$ cat config.mk
export PLATFORM = sky130hd
export DESIGN_NAME = uart_cfg_ctrl
export DESIGN_NICKNAME = d
export VERILOG_FILES = /design/src/rtl/uart_ctrl_pkg.sv /design/src/rtl/ctrl_timeout.sv /design/src/rtl/uart_cfg_ctrl.sv
export SDC_FILE = /design/constraint.sdc
export NUM_CORES = 1
export LEC_CHECK = 0
export BUFFER_PORTS_ARGS = -buffer_cell sky130_fd_sc_hd__buf_4
export CAP_MARGIN = 20
export CORE_ASPECT_RATIO = 2
export CORE_MARGIN = 2
export CORE_UTILIZATION = 39
export CTS_BUF_LIST = sky130_fd_sc_hd__clkbuf_16
export CTS_CLUSTER_DIAMETER = 60
export DETAILED_ROUTE_END_ITERATION = 10
export GPL_TIMING_DRIVEN = 1
export SLEW_MARGIN = 20
export SYNTH_ARGS = -nofsm -noshare
export SYNTH_HDL_FRONTEND = slang
export SYNTH_SLANG_ARGS = --single-unit
$ cat constraint.sdc
create_clock -name clkx16 -period 2.99 [get_ports clkx16]
set_clock_uncertainty 0.05 [all_clocks]
set_input_delay 0.598 -clock clkx16 [delete_from_list [all_inputs] [get_ports clkx16]]
set_output_delay 0.598 -clock clkx16 [all_outputs]
set_load 0.1 [all_outputs]
$ cat src/rtl/uart_ctrl_pkg.sv
// Shared definitions for the UART configuration frame controller:
// FSM state encoding, default SYNC byte, register addresses and the
// frame checksum helper.
package uart_ctrl_pkg;

  typedef enum logic [1:0] {
    IDLE     = 2'd0,
    GET_ADDR = 2'd1,
    GET_DATA = 2'd2,
    GET_CHK  = 2'd3
  } state_e;

  localparam logic [7:0] SYNC_DEFAULT = 8'hA5;

  localparam logic [1:0] ADDR_GAIN   = 2'd0;
  localparam logic [1:0] ADDR_THRESH = 2'd1;
  localparam logic [1:0] ADDR_MODE   = 2'd2;
  localparam logic [1:0] ADDR_DECAY  = 2'd3;

  // Expected CHK byte of a frame
  function automatic logic [7:0] frame_chk(input logic [7:0] sync,
                                           input logic [7:0] addr,
                                           input logic [7:0] data);
    return sync ^ addr ^ data;
  endfunction

endpackage

$ cat src/rtl/ctrl_timeout.sv
// Inter-byte timeout counter.
// Ports: clkx16/reset_n clock and async active-low reset; run enables
// counting; restart zeroes the count; expired is high while the count
// sits at TIMEOUT_CYC-1 and run is set.
module ctrl_timeout #(
  parameter int unsigned TIMEOUT_CYC = 640
) (
  input  logic clkx16,
  input  logic reset_n,
  input  logic run,
  input  logic restart,
  output logic expired
);

  localparam int unsigned CNT_W = (TIMEOUT_CYC > 1) ? $clog2(TIMEOUT_CYC) : 1;
  localparam logic [CNT_W-1:0] CNT_LAST = CNT_W'(TIMEOUT_CYC - 1);

  logic [CNT_W-1:0] cnt_q, cnt_d;

  assign expired = run && (cnt_q == CNT_LAST);

  // Count while running; clear when stopped, restarted or on expiry
  always_comb begin
    cnt_d = cnt_q + CNT_W'(1);
    if (!run || restart || expired) begin
      cnt_d = '0;
    end
  end

  always_ff @(posedge clkx16 or negedge reset_n) begin
    if (!reset_n) begin
      cnt_q <= '0;
    end else begin
      cnt_q <= cnt_d;
    end
  end

endmodule

$ cat src/rtl/uart_cfg_ctrl.sv
// UART configuration frame controller. Sequences SYNC/ADDR/DATA/CHK
// frames from the UART receiver into writes of four config registers,
// reports frame_ok / frame_err pulses and keeps a saturating error count.
// Ports: clkx16, reset_n (async active-low); rx_data/rx_load byte strobe;
// rx_error receiver stop-bit error level; err_clr clears err_count;
// cfg_gain/thresh/mode/decay register outputs; frame_ok, frame_err pulses;
// err_count; busy (FSM outside IDLE).
module uart_cfg_ctrl
  import uart_ctrl_pkg::*;
#(
  parameter logic [7:0]  SYNC        = SYNC_DEFAULT,
  parameter int unsigned TIMEOUT_CYC = 640,
  parameter logic [7:0]  GAIN_RST    = 8'h10,
  parameter logic [7:0]  THRESH_RST  = 8'h80,
  parameter logic [7:0]  MODE_RST    = 8'h00,
  parameter logic [7:0]  DECAY_RST   = 8'h04
) (
  input  logic       clkx16,
  input  logic       reset_n,
  input  logic [7:0] rx_data,
  input  logic       rx_load,
  input  logic       rx_error,
  input  logic       err_clr,
  output logic [7:0] cfg_gain,
  output logic [7:0] cfg_thresh,
  output logic [7:0] cfg_mode,
  output logic [7:0] cfg_decay,
  output logic       frame_ok,
  output logic       frame_err,
  output logic [7:0] err_count,
  output logic       busy
);

  state_e     state_q, state_d;
  logic [7:0] addr_q, addr_d, data_q, data_d;
  logic [7:0] gain_q, gain_d, thresh_q, thresh_d;
  logic [7:0] mode_q, mode_d, decay_q, decay_d;
  logic [7:0] errcnt_q, errcnt_d;
  logic       ok_q, ok_d, ferr_q, ferr_d, busy_q, busy_d;
  logic       rxerr_q;
  logic       err_rise, err_inc, tmo_expired, tmo_restart;

  assign err_rise    = rx_error && !rxerr_q;
  assign tmo_restart = rx_load || (state_d == IDLE);

  ctrl_timeout #(
    .TIMEOUT_CYC(TIMEOUT_CYC)
  ) u_timeout (
    .clkx16  (clkx16),
    .reset_n (reset_n),
    .run     (state_q != IDLE),
    .restart (tmo_restart),
    .expired (tmo_expired)
  );

  // Frame sequencing, register writes and error accounting.
  // Priority: rx_error edge > rx_load > timeout.
  always_comb begin
    state_d  = state_q;
    addr_d   = addr_q;
    data_d   = data_q;
    gain_d   = gain_q;
    thresh_d = thresh_q;
    mode_d   = mode_q;
    decay_d  = decay_q;
    ok_d     = 1'b0;
    ferr_d   = 1'b0;
    err_inc  = 1'b0;

    if (err_rise) begin
      state_d = IDLE;
      ferr_d  = 1'b1;
      err_inc = 1'b1;
    end else if (rx_load) begin
      case (state_q)
        IDLE: begin
          if (rx_data == SYNC) state_d = GET_ADDR;
        end
        GET_ADDR: begin
          addr_d  = rx_data;
          state_d = GET_DATA;
        end
        GET_DATA: begin
          data_d  = rx_data;
          state_d = GET_CHK;
        end
        default: begin
          state_d = IDLE;
          if ((rx_data == frame_chk(SYNC, addr_q, data_q)) && (addr_q[7:2] == 6'd0)) begin
            ok_d = 1'b1;
            case (addr_q[1:0])
              ADDR_GAIN:   gain_d   = data_q;
              ADDR_THRESH: thresh_d = data_q;
              ADDR_MODE:   mode_d   = data_q;
              default:     decay_d  = data_q;
            endcase
          end else begin
            ferr_d  = 1'b1;
            err_inc = 1'b1;
          end
        end
      endcase
    end else if (tmo_expired) begin
      state_d = IDLE;
      ferr_d  = 1'b1;
      err_inc = 1'b1;
    end

    // Clear beats a coincident increment; saturate at 255
    errcnt_d = errcnt_q;
    if (err_clr) begin
      errcnt_d = '0;
    end else if (err_inc && (errcnt_q != 8'hFF)) begin
      errcnt_d = errcnt_q + 8'd1;
    end

    busy_d = (state_d != IDLE);
  end

  always_ff @(posedge clkx16 or negedge reset_n) begin
    if (!reset_n) begin
      state_q  <= IDLE;
      addr_q   <= '0;
      data_q   <= '0;
      gain_q   <= GAIN_RST;
      thresh_q <= THRESH_RST;
      mode_q   <= MODE_RST;
      decay_q  <= DECAY_RST;
      errcnt_q <= '0;
      ok_q     <= 1'b0;
      ferr_q   <= 1'b0;
      busy_q   <= 1'b0;
      rxerr_q  <= 1'b0;
    end else begin
      state_q  <= state_d;
      addr_q   <= addr_d;
      data_q   <= data_d;
      gain_q   <= gain_d;
      thresh_q <= thresh_d;
      mode_q   <= mode_d;
      decay_q  <= decay_d;
      errcnt_q <= errcnt_d;
      ok_q     <= ok_d;
      ferr_q   <= ferr_d;
      busy_q   <= busy_d;
      rxerr_q  <= rx_error;
    end
  end

  assign cfg_gain   = gain_q;
  assign cfg_thresh = thresh_q;
  assign cfg_mode   = mode_q;
  assign cfg_decay  = decay_q;
  assign frame_ok   = ok_q;
  assign frame_err  = ferr_q;
  assign err_count  = errcnt_q;
  assign busy       = busy_q;

endmodule

==> results.md <==
- Post-synth EDFFs: 0
- Minimum clock period: 2.62 ns
- Avg Vias per Cell: 5.37
- Detail Route Antenna Nets: 0
- Number of H-tree levels: 3
- Yosys warns: 0
- Worst Hold Class: in2async
- Synth Area in Compound Gates: 0.0388
- Die area: 9500 µm²
- Worst Setup Start Kind: flop
- Synth top area share: 0.509
- DP HPWL: 5.16 mm
- Synth Area in XOR/XNOR: 0.0735
- Max Clock Freq: 381 MHz
- Clk Tree Root Cell: clkbuf_16
- Die X: 69.9 µm
- Final worst-path cycle share: 0.878
- Area share of and/or/nand/nor cells after synthesis: 0.135
- Vias in the first global route: 2,292
- Fin. max-slew vios: 0
- Setup_tns: 0 ns
- Largest net degree at the start of global routing: 73
- DR WL/cell: 17.1 µm
- Avg Inst Size Synth: 13.1 µm²
- NetSw: 0.908 mW
- Fillers: 794
- Synth cell types: 42
- Clock transition at the registers of the reported paths: 0.06 ns
- Placed insts: 409
- FF/Latch Area: 1810 µm²
- CTS Buffer Depth: 2
- Setup bufs post-CTS: 0
- Internal Power: 2.07 mW
- Setup Crit Path Kind: reg2reg
- Status: complete, no violations
- Setup slack after layout: 0.366 ns
- Synthesized cell area: 3390 µm²
- Die Ht: 136 µm
- Post_cts resized: 0
- Number of antenna violations at the first check in global routing: 0
- Power density over the cells: 710 nW/µm²
- Max cap viols: 0
- Num ports: 56
- Largest family of logic cells by synthesized area: multiplexers
- Drt drc: 0
- Worst EP arrival: 2.79 ns
- Finish-stage setup viols: 0
- Final Hold Fails: 0
- Synth Net Count: 278
- Drt pass-1 iters: 4
- CTS tree: built
- Dpl ws: 0.317 ns
- Leakage: 2.08 nW
- CP Cell Sequence: inv_1, ha_1, or2_2, nor3_1, a31oi_1, a2111oi_2, mux2_2
- Post-synthesis async set-or-reset flop share: 1.00
- Area after DPL: 3910 µm²
- Post-synth top area cell: dfrtp_1
- Req. time, crit path: 3.16 ns
- Rows: 48
- Final WL: 7.26 mm
- Design Power: 2.97 mW
- Post-synthesis adder-cell area fraction: 0.0221
- Least-Margin Pin Slew: 0.913 ns
- Post-Route Utilization: 0.491
- Sequential share of power: 0.428
- Commonest cells post-synth: dfrtp_1 (69), mux2_2 (53), nand2_1 (17)
- Clk_lat worst skew: 0.33 ns
- CP endpoint kind: flop
- DR vias: 2,282
- Mux cell area share after synthesis: 0.182
- CTS Hold Bufs: 0
- Final instance area: 4190 µm²
- Cells after synthesis: 259
- RSZ-0062 raised after global routing: false
- Filler-free cell count of the finished design: 425
- Critical Path Slowest Stage Cell: dfrtp_1
- Post-synthesis sequential area ratio: 0.533
- Antenna cells: 0
- Final Wtd Congestion: 0.907
- Area growth syn-to-layout: 23.6%
- Layout cells sized above 1: 0.409
- Total GRT Usage: 0.161
- Clock Power Share: 0.340
- Area of the multi-input gates: 1530 µm²
- Switching Share: 0.305
- First-pass GRT wire length: 11.7 mm
- Largest fanout on the critical path: 11
- Core area: 8530 µm²
- Ys flop type: dfrtp_1
- Initial DRC count: 95
- #FFs+latches synth: 72
- Critical path's largest stage delay: 0.43 ns
- PortBufs: 55
- Worst hold margin: 0.345 ns
- Synth area leaders: dfrtp_1 (51%), mux2_2 (18%), xnor3_1 (2.7%)
- Top-count cell post-synth: dfrtp_1
- GR Overflow Total: 0
- Peak VDD IR: 0.000392 V
- Nets: 339
- Total CTS buffers: 9
- R2R Setup Slk: 0.37 ns
- Combinational power share: 0.232
- Sink Count: 72
- Initial Util: 0.397
- Max transition margin: 0.392
[cell type report]
class | count | area share
Tap cell | 100 | 0.0299
Sequential cell | 72 | 0.431
Multi-Input combinational cell | 174 | 0.365
Clock buffer | 9 | 0.0538
Inverter | 7 | 0.00627
Timing Repair Buffer | 56 | 0.100
Clock inverter | 7 | 0.0134
[critical path, delay by kind of cell, from the launching register on]
kind | cells | cell delay [ns]
AOI/OAI and AO/OA | 2 | 0.74
adders and majority gates | 1 | 0.24
buffers and inverters | 1 | 0.11
DFF | 1 | 0.43
muxes | 1 | 0.37
and+or+nand+nor | 2 | 0.58
[worst paths after layout]
check                         startpoint       endpoint  depth (start not counted)
min in group clkx16             rx_error        rxerr_q                          1
hold reg to reg            cfg_thresh[5]  cfg_thresh[5]                          1
setup reg to reg              state_q[0]   err_count[5]                          7
setup / recovery              state_q[0]   err_count[5]                          7
hold / removal                   reset_n    cfg_gain[7]                          1
max in group asynchronous        reset_n      frame_err                          1
[cell usage in the layout, fill, tap and decap left out, types with 2 or more instances in the layout]
cell and count:
a21o_1 2, clkbuf_16 9, a221oi_1 2, nand4_1 4, xnor2_1 4, clkinv_2 3
xor3_1 3, nand2_1 17, mux2i_1 2, nand4b_2 2, buf_4 56, or2_2 2
nand3_1 8, nor2_1 10, nor4b_1 2, and4_1 2, inv_1 9, mux2_2 53
ha_1 6, a21oi_1 3, nor4_1 2, and2_1 3, dfstp_2 3, nor4bb_1 2
dfrtp_1 69, nor3_1 12, and3_1 3, xnor3_1 4, nor2b_1 6, xor2_1 6
a211oi_1 3
[flip-flops by register name, indices dropped and copies added (netlist names)]
register,flops
busy,1
cfg_thresh,8
rxerr_q,1
data_q,8
cfg_mode,8
cfg_decay,8
err_count,8
cfg_gain,8
state_q,2
frame_ok,1
frame_err,1
u_timeout.cnt_q,10
addr_q,8
[routing by layer]
metal  wire length [µm]  part of all wire  vias up  global-route usage
met2               3960              0.54       59               0.281
met1               2790              0.38     1160               0.179
met4                220             0.030        0              0.0865
li1                   -                 -     1052                   -
met3                301             0.041       11              0.0378
met5                  0                 0        -                   0
[cells by family (layout without fill, tap and decap cells)]
kind of cell | after synthesis | in the layout
compound gates | 16 | 16
xor+xnor | 17 | 17
fa+ha+maj | 6 | 6
buf+inv | 13 | 79
flops | 72 | 72
mux | 55 | 55
simple gates | 80 | 80
[power groups by stage]
stage | clock (mW) | sequential [mW] | combinational (mW)
2_1_floorplan | 0 | 1.28 | 0.501
3_3_place_gp | 0 | 1.29 | 0.686
3_5_place_dp | 0 | 1.29 | 0.693
4_1_cts | 1.04 | 1.28 | 0.697
5_1_grt | 1.08 | 1.30 | 0.754
6_report | 1.01 | 1.27 | 0.689
Note: power is estimated with default switching activity, not from simulation.
